### src/rtl/uart_pkg.sv
// Shared types and helpers for the RS-232 receive path.
package uart_pkg;

    typedef enum logic [1:0] {IDLE, START, DATA, STOP} rx_state_t;

    localparam int DATA_BITS = 8;

    // Clocks per oversample tick; the fractional part is dropped.
    function automatic int calc_div(input int clk_hz, input int baud, input int oversample);
        return clk_hz / (baud * oversample);
    endfunction

endpackage

### src/rtl/recv_uart_if.sv
// Byte delivery handshake plus status strobes of the UART receiver.
interface recv_uart_if;
    import uart_pkg::*;

    logic [DATA_BITS-1:0] rx_data;
    logic                 rx_valid;
    logic                 rx_ready;
    logic                 frame_err;
    logic                 overrun;
    logic                 rx_busy;

    modport master (output rx_data, rx_valid, frame_err, overrun, rx_busy, input rx_ready);
    modport slave  (input rx_data, rx_valid, frame_err, overrun, rx_busy, output rx_ready);
endinterface

### src/rtl/rx_baud_gen.sv
// Oversample tick divider: counts 0..DIV-1 and strobes tick at DIV-1.
module rx_baud_gen #(
    parameter int DIV = 1
) (
    input  logic clk,
    input  logic rst,
    input  logic clr,
    input  logic en,
    output logic tick
);
    localparam int            W    = (DIV > 1) ? $clog2(DIV) : 1;
    localparam logic [W-1:0]  LAST = W'(DIV - 1);

    logic [W-1:0] cnt;

    // Divider is held at zero while cleared so phase restarts at the start edge.
    always_ff @(posedge clk or posedge rst) begin
        if (rst)          cnt <= '0;
        else if (clr)     cnt <= '0;
        else if (en)      cnt <= (cnt == LAST) ? '0 : cnt + 1'b1;
    end

    assign tick = en && !clr && (cnt == LAST);
endmodule

### src/rtl/recv_uart.sv
// RS-232 8N1 receiver: synchroniser, oversampled 2-of-3 vote, LSB-first
// shifter and a one-deep holding register with valid/ready.
module recv_uart
    import uart_pkg::*;
#(
    parameter int CLK_HZ      = 50_000_000,
    parameter int BAUD        = 9600,
    parameter int OVERSAMPLE  = 16,
    parameter int SYNC_STAGES = 2
) (
    input  logic       clk,
    input  logic       rst,
    input  logic       rs232_rx,
    recv_uart_if.master link
);
    localparam int DIV = calc_div(CLK_HZ, BAUD, OVERSAMPLE);
    localparam int M   = OVERSAMPLE / 2;
    localparam int SW  = $clog2(OVERSAMPLE);
    localparam int BW  = $clog2(DATA_BITS);
    localparam logic [SW-1:0] S_A    = SW'(M - 1);
    localparam logic [SW-1:0] S_B    = SW'(M);
    localparam logic [SW-1:0] S_C    = SW'(M + 1);
    localparam logic [SW-1:0] S_LAST = SW'(OVERSAMPLE - 1);
    localparam logic [BW-1:0] B_LAST = BW'(DATA_BITS - 1);

    rx_state_t              state, state_nxt;
    logic [SYNC_STAGES-1:0] sync;
    logic                   rx_s, rx_prev, fall;
    logic                   tick, decide, last, maj;
    logic [SW-1:0]          s_cnt;
    logic [BW-1:0]          bit_cnt;
    logic [1:0]             smp;
    logic [DATA_BITS-1:0]   rx_shift, data_q;
    logic                   valid_q, ferr_q, ovr_q;
    logic                   busy, stop_ok, stop_bad;

    // Synchroniser plus one history flop for falling-edge detection; idle-high reset.
    always_ff @(posedge clk or posedge rst) begin
        if (rst) begin
            sync    <= '1;
            rx_prev <= 1'b1;
        end else begin
            sync    <= {sync[SYNC_STAGES-2:0], rs232_rx};
            rx_prev <= rx_s;
        end
    end

    assign rx_s = sync[SYNC_STAGES-1];
    assign fall = rx_prev && !rx_s;

    rx_baud_gen #(.DIV(DIV)) u_baud (
        .clk  (clk),
        .rst  (rst),
        .clr  (state == IDLE),
        .en   (busy),
        .tick (tick)
    );

    assign decide = tick && (s_cnt == S_C);
    assign last   = tick && (s_cnt == S_LAST);
    assign maj    = (smp[0] & smp[1]) | (smp[0] & rx_s) | (smp[1] & rx_s);

    // Tick index within the current bit; parked at zero in IDLE.
    always_ff @(posedge clk or posedge rst) begin
        if (rst)                s_cnt <= '0;
        else if (state == IDLE) s_cnt <= '0;
        else if (tick)          s_cnt <= (s_cnt == S_LAST) ? '0 : s_cnt + 1'b1;
    end

    // First two of the three mid-bit samples; the third is the live line at decide.
    always_ff @(posedge clk or posedge rst) begin
        if (rst)                         smp    <= '0;
        else if (tick && s_cnt == S_A)   smp[0] <= rx_s;
        else if (tick && s_cnt == S_B)   smp[1] <= rx_s;
    end

    // Data bit index, advanced at the end of every data bit.
    always_ff @(posedge clk or posedge rst) begin
        if (rst)                 bit_cnt <= '0;
        else if (state != DATA)  bit_cnt <= '0;
        else if (last)           bit_cnt <= bit_cnt + 1'b1;
    end

    // LSB arrives first, so shift in from the top.
    always_ff @(posedge clk or posedge rst) begin
        if (rst)                          rx_shift <= '0;
        else if (state == DATA && decide) rx_shift <= {maj, rx_shift[DATA_BITS-1:1]};
    end

    // FSM state register.
    always_ff @(posedge clk or posedge rst) begin
        if (rst) state <= IDLE;
        else     state <= state_nxt;
    end

    // FSM next state; STOP leaves at the vote so an early next start edge is caught.
    always_comb begin
        state_nxt = state;
        case (state)
            IDLE:  if (fall) state_nxt = START;
            START: if (decide && maj) state_nxt = IDLE;
                   else if (last)     state_nxt = DATA;
            DATA:  if (last && bit_cnt == B_LAST) state_nxt = STOP;
            STOP:  if (decide) state_nxt = IDLE;
            default: state_nxt = IDLE;
        endcase
    end

    // FSM outputs: busy flag and stop-bit verdict strobes.
    always_comb begin
        busy     = (state != IDLE);
        stop_ok  = (state == STOP) && decide && maj;
        stop_bad = (state == STOP) && decide && !maj;
    end

    // Holding register: load when empty or being drained this cycle, else flag overrun.
    always_ff @(posedge clk or posedge rst) begin
        if (rst) begin
            data_q  <= '0;
            valid_q <= 1'b0;
            ferr_q  <= 1'b0;
            ovr_q   <= 1'b0;
        end else begin
            ferr_q <= stop_bad;
            ovr_q  <= stop_ok && valid_q && !link.rx_ready;
            if (stop_ok && (!valid_q || link.rx_ready)) begin
                data_q  <= rx_shift;
                valid_q <= 1'b1;
            end else if (valid_q && link.rx_ready) begin
                valid_q <= 1'b0;
            end
        end
    end

    assign link.rx_data   = data_q;
    assign link.rx_valid  = valid_q;
    assign link.frame_err = ferr_q;
    assign link.overrun   = ovr_q;
    assign link.rx_busy   = busy;
endmodule

### src/flat_wrapper.sv
// flat-port wrapper written by rule: the top's interface ports become plain ports
module recv_uart_flat import uart_pkg::*;
#(
    parameter int CLK_HZ      = 50_000_000,
    parameter int BAUD        = 9600,
    parameter int OVERSAMPLE  = 16,
    parameter int SYNC_STAGES = 2
)
  (clk, rst, rs232_rx, link_rx_data, link_rx_valid, link_frame_err, link_overrun, link_rx_busy, link_rx_ready);
  recv_uart_if link_i ();
  input  logic clk;
  input  logic rst;
  input  logic rs232_rx;
  output wire logic [$bits(link_i.rx_data)-1:0] link_rx_data;
  output wire logic [$bits(link_i.rx_valid)-1:0] link_rx_valid;
  output wire logic [$bits(link_i.frame_err)-1:0] link_frame_err;
  output wire logic [$bits(link_i.overrun)-1:0] link_overrun;
  output wire logic [$bits(link_i.rx_busy)-1:0] link_rx_busy;
  input wire logic [$bits(link_i.rx_ready)-1:0] link_rx_ready;
  assign link_rx_data = link_i.rx_data;
  assign link_rx_valid = link_i.rx_valid;
  assign link_frame_err = link_i.frame_err;
  assign link_overrun = link_i.overrun;
  assign link_rx_busy = link_i.rx_busy;
  assign link_i.rx_ready = link_rx_ready;
  recv_uart #(.CLK_HZ(CLK_HZ), .BAUD(BAUD), .OVERSAMPLE(OVERSAMPLE), .SYNC_STAGES(SYNC_STAGES)) u_core (.clk(clk), .rst(rst), .rs232_rx(rs232_rx), .link(link_i));
endmodule
### config.mk
export PLATFORM = sky130hd
export DESIGN_NAME = recv_uart_flat
export DESIGN_NICKNAME = d
export VERILOG_FILES = /design/src/rtl/uart_pkg.sv /design/src/rtl/recv_uart_if.sv /design/src/rtl/rx_baud_gen.sv /design/src/rtl/recv_uart.sv /design/src/flat_wrapper.sv
export SDC_FILE = /design/constraint.sdc
export NUM_CORES = 1
export LEC_CHECK = 0
export ABC_AREA = 1
export ABC_CLOCK_PERIOD_IN_PS = 1680
export BUFFER_PORTS_ARGS = -buffer_cell sky130_fd_sc_hd__clkbuf_2
export CAP_MARGIN = 25
export CORE_MARGIN = 10
export CORE_UTILIZATION = 42
export DETAILED_ROUTE_END_ITERATION = 8
export GPL_TIMING_DRIVEN = 0
export HOLD_SLACK_MARGIN = 0.03
export PLACE_DENSITY_LB_ADDON = 0.08
export REMOVE_ABC_BUFFERS = 1
export SKIP_LAST_GASP = 1
export SYNTH_ARGS = -nofsm -noshare
export SYNTH_HDL_FRONTEND = slang
export SYNTH_SLANG_ARGS = --single-unit
export TNS_END_PERCENT = 1
### constraint.sdc
create_clock -name clk -period 1.68 [get_ports clk]
set_input_delay 0.336 -clock clk [delete_from_list [all_inputs] [get_ports clk]]
set_output_delay 0.336 -clock clk [all_outputs]
set_load 0.01 [all_outputs]
Word-level counts from Yosys, hierarchy flattened:

Index checks and enable logic that the tools add are counted.

* bits of input ports: 4
* output and inout bits: 12
* bits in writable memories: 0
* bits in read-only memories: 0
* latch bits: 0
* logic and storage cells: 83
* bits in registers: 42
* memories kept: 0

* add/subtract/negate cells: 3
* muxes and demuxes: 16
* equality and inequality tests: 14
* multipliers: 0
* magnitude comparators: 0
* bitwise gates (word level): 6
* reductions and logical operators: 31
* shift-type cells: 0
* div/mod/pow operators: 0

Operators with widths (number)
* 9-bit 2-to-1 mux: 3
* 1-bit logical AND: 17
* 4-bit equality test (second input constant): 3
* 4-bit 2-to-1 mux: 3
* 2-bit 2-to-1 mux: 5
* 2-bit nonzero test: 5
* 9-bit by 1-bit adder with 9-bit output (second input constant): 1
* 9-bit equality test (second input constant): 1
* 2-bit case mux with 4 select lines: 1
* 3-bit 2-to-1 mux: 2
* 1-bit zero test: 5
* 4-bit by 1-bit adder with 4-bit output (second input constant): 1
* 2-bit equality test (second input constant): 2
* 4-bit by 3-bit equality test with 1-bit output (second input constant): 1
* 2-bit by 1-bit != test with 1-bit output (second input constant): 2
* 2-bit != test (second input constant): 2
* 4-bit AND reduction: 1
* 3-bit by 1-bit adder with 3-bit output (second input constant): 1
* 1-bit AND: 3
* 3-bit equality test (second input constant): 1
* 3-bit by 1-bit != test with 1-bit output (second input constant): 1
* 2-bit by 1-bit equality test with 1-bit output (second input constant): 1
* 2-bit zero test: 1
* 1-bit 2-to-1 mux: 2
* 4 further kinds: 5

Logic depth before layout (Yosys ltp):

* word-level depth: 9
* gate-level depth with buffers: 12
* mapped depth without buffers: 11

Modules after synthesis:

From an unflattened synthesis, not the netlist that was laid out.

* cell total of the unflattened synthesis: 241
* area, all modules: 2129.5 sq um

Modules (own cells, without submodules)
* recv_uart: area each 1505.2 sq um, seq. area each 829.5 sq um, cells each 158, instances 1
* rx_baud_gen: area each 624.3 sq um, seq. area each 225.2 sq um, cells each 83, instances 1

Least setup slack after synthesis:

OpenSTA, ideal clock, no wires.

* kind: register to register
* start: reg u_core.u_baud.cnt[0]
* end: reg u_core.data_q[1] (netlist: u_core.link.rx_data[1])
* path buffers: 1
* path slack: 0.052 ns
* data arrival time: 1.510 ns
* cell stages (with the launch flop): 13
* data required time: 1.562 ns
* setup time: 0.118 ns
* period minus slack after synthesis: 1.628 ns
* cells stage by stage: dfrtp_1 inv_1 ha_1 nand2_1 nor2_2 nand4_2 inv_2 nand2_2 nor2_4 nand2_2 buf_6 nand2_1 o21ai_2

* cells in the longest elaborated chain, start to end: 6

Ends and longest elaborated chain
* from (decl): RTL line rx_baud_gen.sv:14 `logic [W-1:0] cnt;`
* from (signal assigned): RTL line rx_baud_gen.sv:20 `else if (en) cnt <= (cnt == LAST) ? '0 : cnt + 1'b1;`
* 9-bit equality test: RTL line rx_baud_gen.sv:23 `assign tick = en && !clr && (cnt == LAST);`
* 1-bit logical AND: RTL line rx_baud_gen.sv:23
* 1-bit logical AND: RTL line recv_uart.sv:59 `assign decide = tick && (s_cnt == S_C);`
* 1-bit logical AND (2 in a row): RTL line recv_uart.sv:112 `stop_ok = (state == STOP) && decide && maj;`
* 1-bit logical AND: RTL line recv_uart.sv:126 `if (stop_ok && (!valid_q || link.rx_ready)) begin`
* to (signal assigned): RTL line recv_uart.sv:127 `data_q <= rx_shift;`
* to (decl): RTL line recv_uart.sv:33 `logic [DATA_BITS-1:0] rx_shift, data_q;`

Every way passes these cells.
A chain may end at the register's enable or synchronous reset.

Final worst setup path:

* start: reg u_core.u_baud.cnt[1]
* end: reg u_core.state[1]

* cells in the longest elaborated chain, start to end: 6
* elaborated cells on any way between the ends: 12
* those cells by class: 4 x eq/ne; 2 x mux; 6 x reduce/logical

Ends and longest elaborated chain
* 9-bit equality test (*): RTL line rx_baud_gen.sv:23
* 1-bit logical AND (*): RTL line rx_baud_gen.sv:23
* 1-bit logical AND, on equally long branches: RTL line recv_uart.sv:59, recv_uart.sv:60
* 1-bit logical AND, on equally long branches: RTL line recv_uart.sv:101, recv_uart.sv:103
* 3-bit by 1-bit != test with 1-bit output (no source line) (tied with other cells)
* 4-bit AND reduction (no source line) or 2-bit case mux with 4 select lines (tied branches)
* to (signal assigned): RTL line recv_uart.sv:93 `else state <= state_nxt;`
* to (decl): RTL line recv_uart.sv:26 `rx_state_t state, state_nxt;`

Every way passes the cells marked *; elsewhere a longest branch is shown, timed or not.

==> results.md <==
- Outcome: complete, but fails checks
- Failing checks: negative setup slack
- Count of unique library cells instantiated by Yosys: 24
- Flop pwr share: 51.8%
- Final cycle utilization of the critical path: 102%
- Final Hold Fails: 0
- Fill count: 421
- Clock transition at path regs: 0.08 ns
- Layout cells sized above 1: ~24%
- Num CTS Buffers: 5
- Core area: approximately 4400 sq um
- Switch share: 29.4%
- Fmax: between 500 and 600 MHz
- Highest-delay cell along the critical path: dfrtp_1
- HP Start: rs232_rx
- Largest net degree at the start of global routing: 25
- Fin worst setup slack: -0.0287 ns
- Combinational Power Share: 15.5%
- Row cnt: 24
- Max cap viols: 0
- Die H: ~90 um
- # diodes: 0
- Setup Skew: 0.00861 ns
- Cells on worst reg2reg path: 12
- DP Worst Slack: -0.190 ns
- WHS: 0.108 ns
- CP Class: flop to flop
- Post-Route Utilization: 52.4%
- Initial antenna violation count: 0
- Vias per Instance: 4.87
- Final setup violation count: 1
- Syn-to-layout area delta: 18.5%
- CTS tree: done
- GR Util All Layers: about a tenth
- Commonest non-fill, non-tap cells in the layout: nand2_1, dfrtp_1, inv_1
- Min Tclk post-route: 1.71 ns
- Hold Path Depth: 1
- Wire length per cell: 11.8 um
- First-pass GRT wire length: between 6 and 7 mm
- Vias in the first global route: 1390
- FF-to-FF Start: u_core.u_baud.cnt[1]$_DFF_PP0_
- GRT overflow: 0
- Static leakage: 1.14 nW
- WL final: 3.54 mm
- HPWL Detailed: approximately 2.5 mm
- Drt first-iter violations: 59
- Post-synthesis sequential area ratio: 54.1%
- Crit-path max cell delay: 0.40 ns
- Worst-Margin Slew: 0.450 ns
- Internal Power: roughly 1.5 mW
- Number of I/O port buffers: 15
- Worst R2R End: u_core.state[1]$_DFFE_PP0P_
- Commonest non-fill, non-tap cell in the layout: nand2_1
- Peak VDD IR: 0.000398 V
- Switch Pwr: 0.622 mW
- Mapped cell area: 1950 sq um
- Gpl congestion: between 0.7 and 0.8
- Clock Path Buffers: 2
- Reg-to-reg setup timing slack: -0.03 ns
- P per Cell Area: around 910 nW/um^2
- H-tree level count: 2
- Worst Hold End: u_core.sync[0]$_DFF_PP1_
- Crit-path max FO: 4
- Ports: 16
- CP cell instances: inv_1 > ha_2 > nand2_2 > nor2_4 > buf_6 > nand4_4 > nor2_1 > nor2_1 > nor2_2 > nand3_1 > nand2_1 > nand2_1
- Final nets: ~260
- DRT antenna net count: 0
- Worst Hold Class: input port to flop
- Clock tree root driver cell: clkbuf_8
- Clock Latency Late Sink: 0.30 ns
- Setup crit start: u_core.u_baud.cnt[1]$_DFF_PP0_
- Critical path data arrival time: around 1.9 ns
- CP Launch Type: flop
- Synth warn: 0
- Clock group share of total power: 32.7%
- Drt drc: 0
- Sink Count: 42
- Setup TNS: -0.0287 ns
- TritonRoute pass-1 iters: 4
- Cells after DPL: 284
- Syn Inst Count: 219
- Via count: 1455
- Unrepaired setup endpoints after global routing: yes
- Flops & latches, synth: 42
- Final Max Tran Viols: 0
- Final non-filler cell total: 299
- Initial Util: 44.2%
- Avg Cell Area, Syn: approximately 8.9 sq um
- Slew headroom: 70.0%
- Critical path endpoint category: flop
- Die width: 88.2 um
- CP required: 1.88 ns
- Die footprint: 7770 sq um
cells by family after synthesis:
logic type / share of synthesized area, %
fa+ha+maj: 4.49
simple gates: 22.3
buf+inv: 8.21
xor+xnor: 0.898
compound gates: 10.1
flops: 54.1
synth_stat cells:
cell type | count | area, sq um
o22ai_1 | 2 | 12.5
buf_6 | 1 | 11.3
nand2_2 | 2 | 12.5
nand3_1 | 9 | 45.0
dfstp_2 | 3 | 78.8
inv_2 | 5 | 18.8
xor2_1 | 2 | 17.5
a21oi_1 | 9 | 45.0
nor3_1 | 6 | 30.0
inv_1 | 32 | 120
o21a_1 | 1 | 7.51
nand2_1 | 49 | 184
o21ai_2 | 7 | 61.3
o21ai_1 | 9 | 45.0
nor2_4 | 2 | 22.5
nand4_2 | 2 | 25.0
dfrtp_1 | 39 | 976
nor2_2 | 2 | 12.5
ha_1 | 7 | 87.6
o21ai_0 | 5 | 25.0
nand4_1 | 2 | 12.5
buf_2 | 2 | 10.0
nor3b_1 | 3 | 22.5
nor2_1 | 18 | 67.6
state kept, by name, summed over array words and instances, names as in the netlist:
name and flops:
u_core.bit_cnt 3, u_core.s_cnt 4, u_core.u_baud.cnt 9, u_core.state 2, u_core.link.rx_data 8, u_core.rx_prev 1
u_core.link.frame_err 1, u_core.rx_shift 8, u_core.link.overrun 1, u_core.sync 2, u_core.link.rx_valid 1, u_core.smp 2
through the flow:
step           instance area [sq um]  total power, mW
6_report                        2310             2.11
5_1_grt                         2310             2.25
4_1_cts                         2210             2.11
3_5_place_dp                    2100             1.42
3_3_place_gp                    2070             1.40
2_1_floorplan                   1930             1.32
power groups by stage:
stage	clock network (mW)	registers (mW)	logic, mW
6_report	0.690	1.09	0.328
3_3_place_gp	0	1.12	0.279
5_1_grt	0.758	1.10	0.385
2_1_floorplan	0	1.11	0.214
4_1_cts	0.713	1.10	0.298
3_5_place_dp	0	1.12	0.294
layer usage:
metal	vias up	wire length, um	global-route usage (%)
li1	752	-	-
met1	673	1640	12.4
met2	24	1610	15.8
met3	6	232	3.62
met4	0	51	3.42
met5	-	0	0
worst max-delay path, delay by kind of cell (launching register included):
family / cells / cell delay, ns
simple gates: 9 / 0.87
fa+ha+maj: 1 / 0.16
flops: 1 / 0.40
buf+inv: 2 / 0.19
area by class of cell:
class | count | area [sq um] | area share (%)
sequential | 42 | 1050 | 45.6
multi-input combinational | 138 | 801 | 34.7
timing repair buffer | 22 | 154 | 6.66
inverter | 37 | 141 | 6.12
clock buffer | 6 | 82.6 | 3.57
tap | 52 | 65.1 | 2.82
clock inverter | 2 | 12.5 | 0.541
worst max path at each step:
stage | endpoint | slack, ns | cells after the start
2_1_floorplan | u_core.link.rx_data[1]$_DFFE_PP0P_ | 0.05 | 11
3_3_place_gp | u_core.state[0]$_DFFE_PP0P_ | -0.23 | 2
3_5_place_dp | u_core.link.rx_data[1]$_DFFE_PP0P_ | -0.19 | 11
4_1_cts | u_core.state[1]$_DFFE_PP0P_ | -0.10 | 11
5_1_grt | u_core.state[1]$_DFFE_PP0P_ | -0.15 | 11
6_report | u_core.state[1]$_DFFE_PP0P_ | -0.03 | 12
repair_timing:
action,in CTS,in global routing
resized for setup,2,12
gates cloned,0,1
hold endpoints to repair,3,0
pin swaps,0,10
setup buffers,0,5
hold buffers,1,0
endpoints found under the setup margin,20,35
Power figures use the tool's default switching activity.
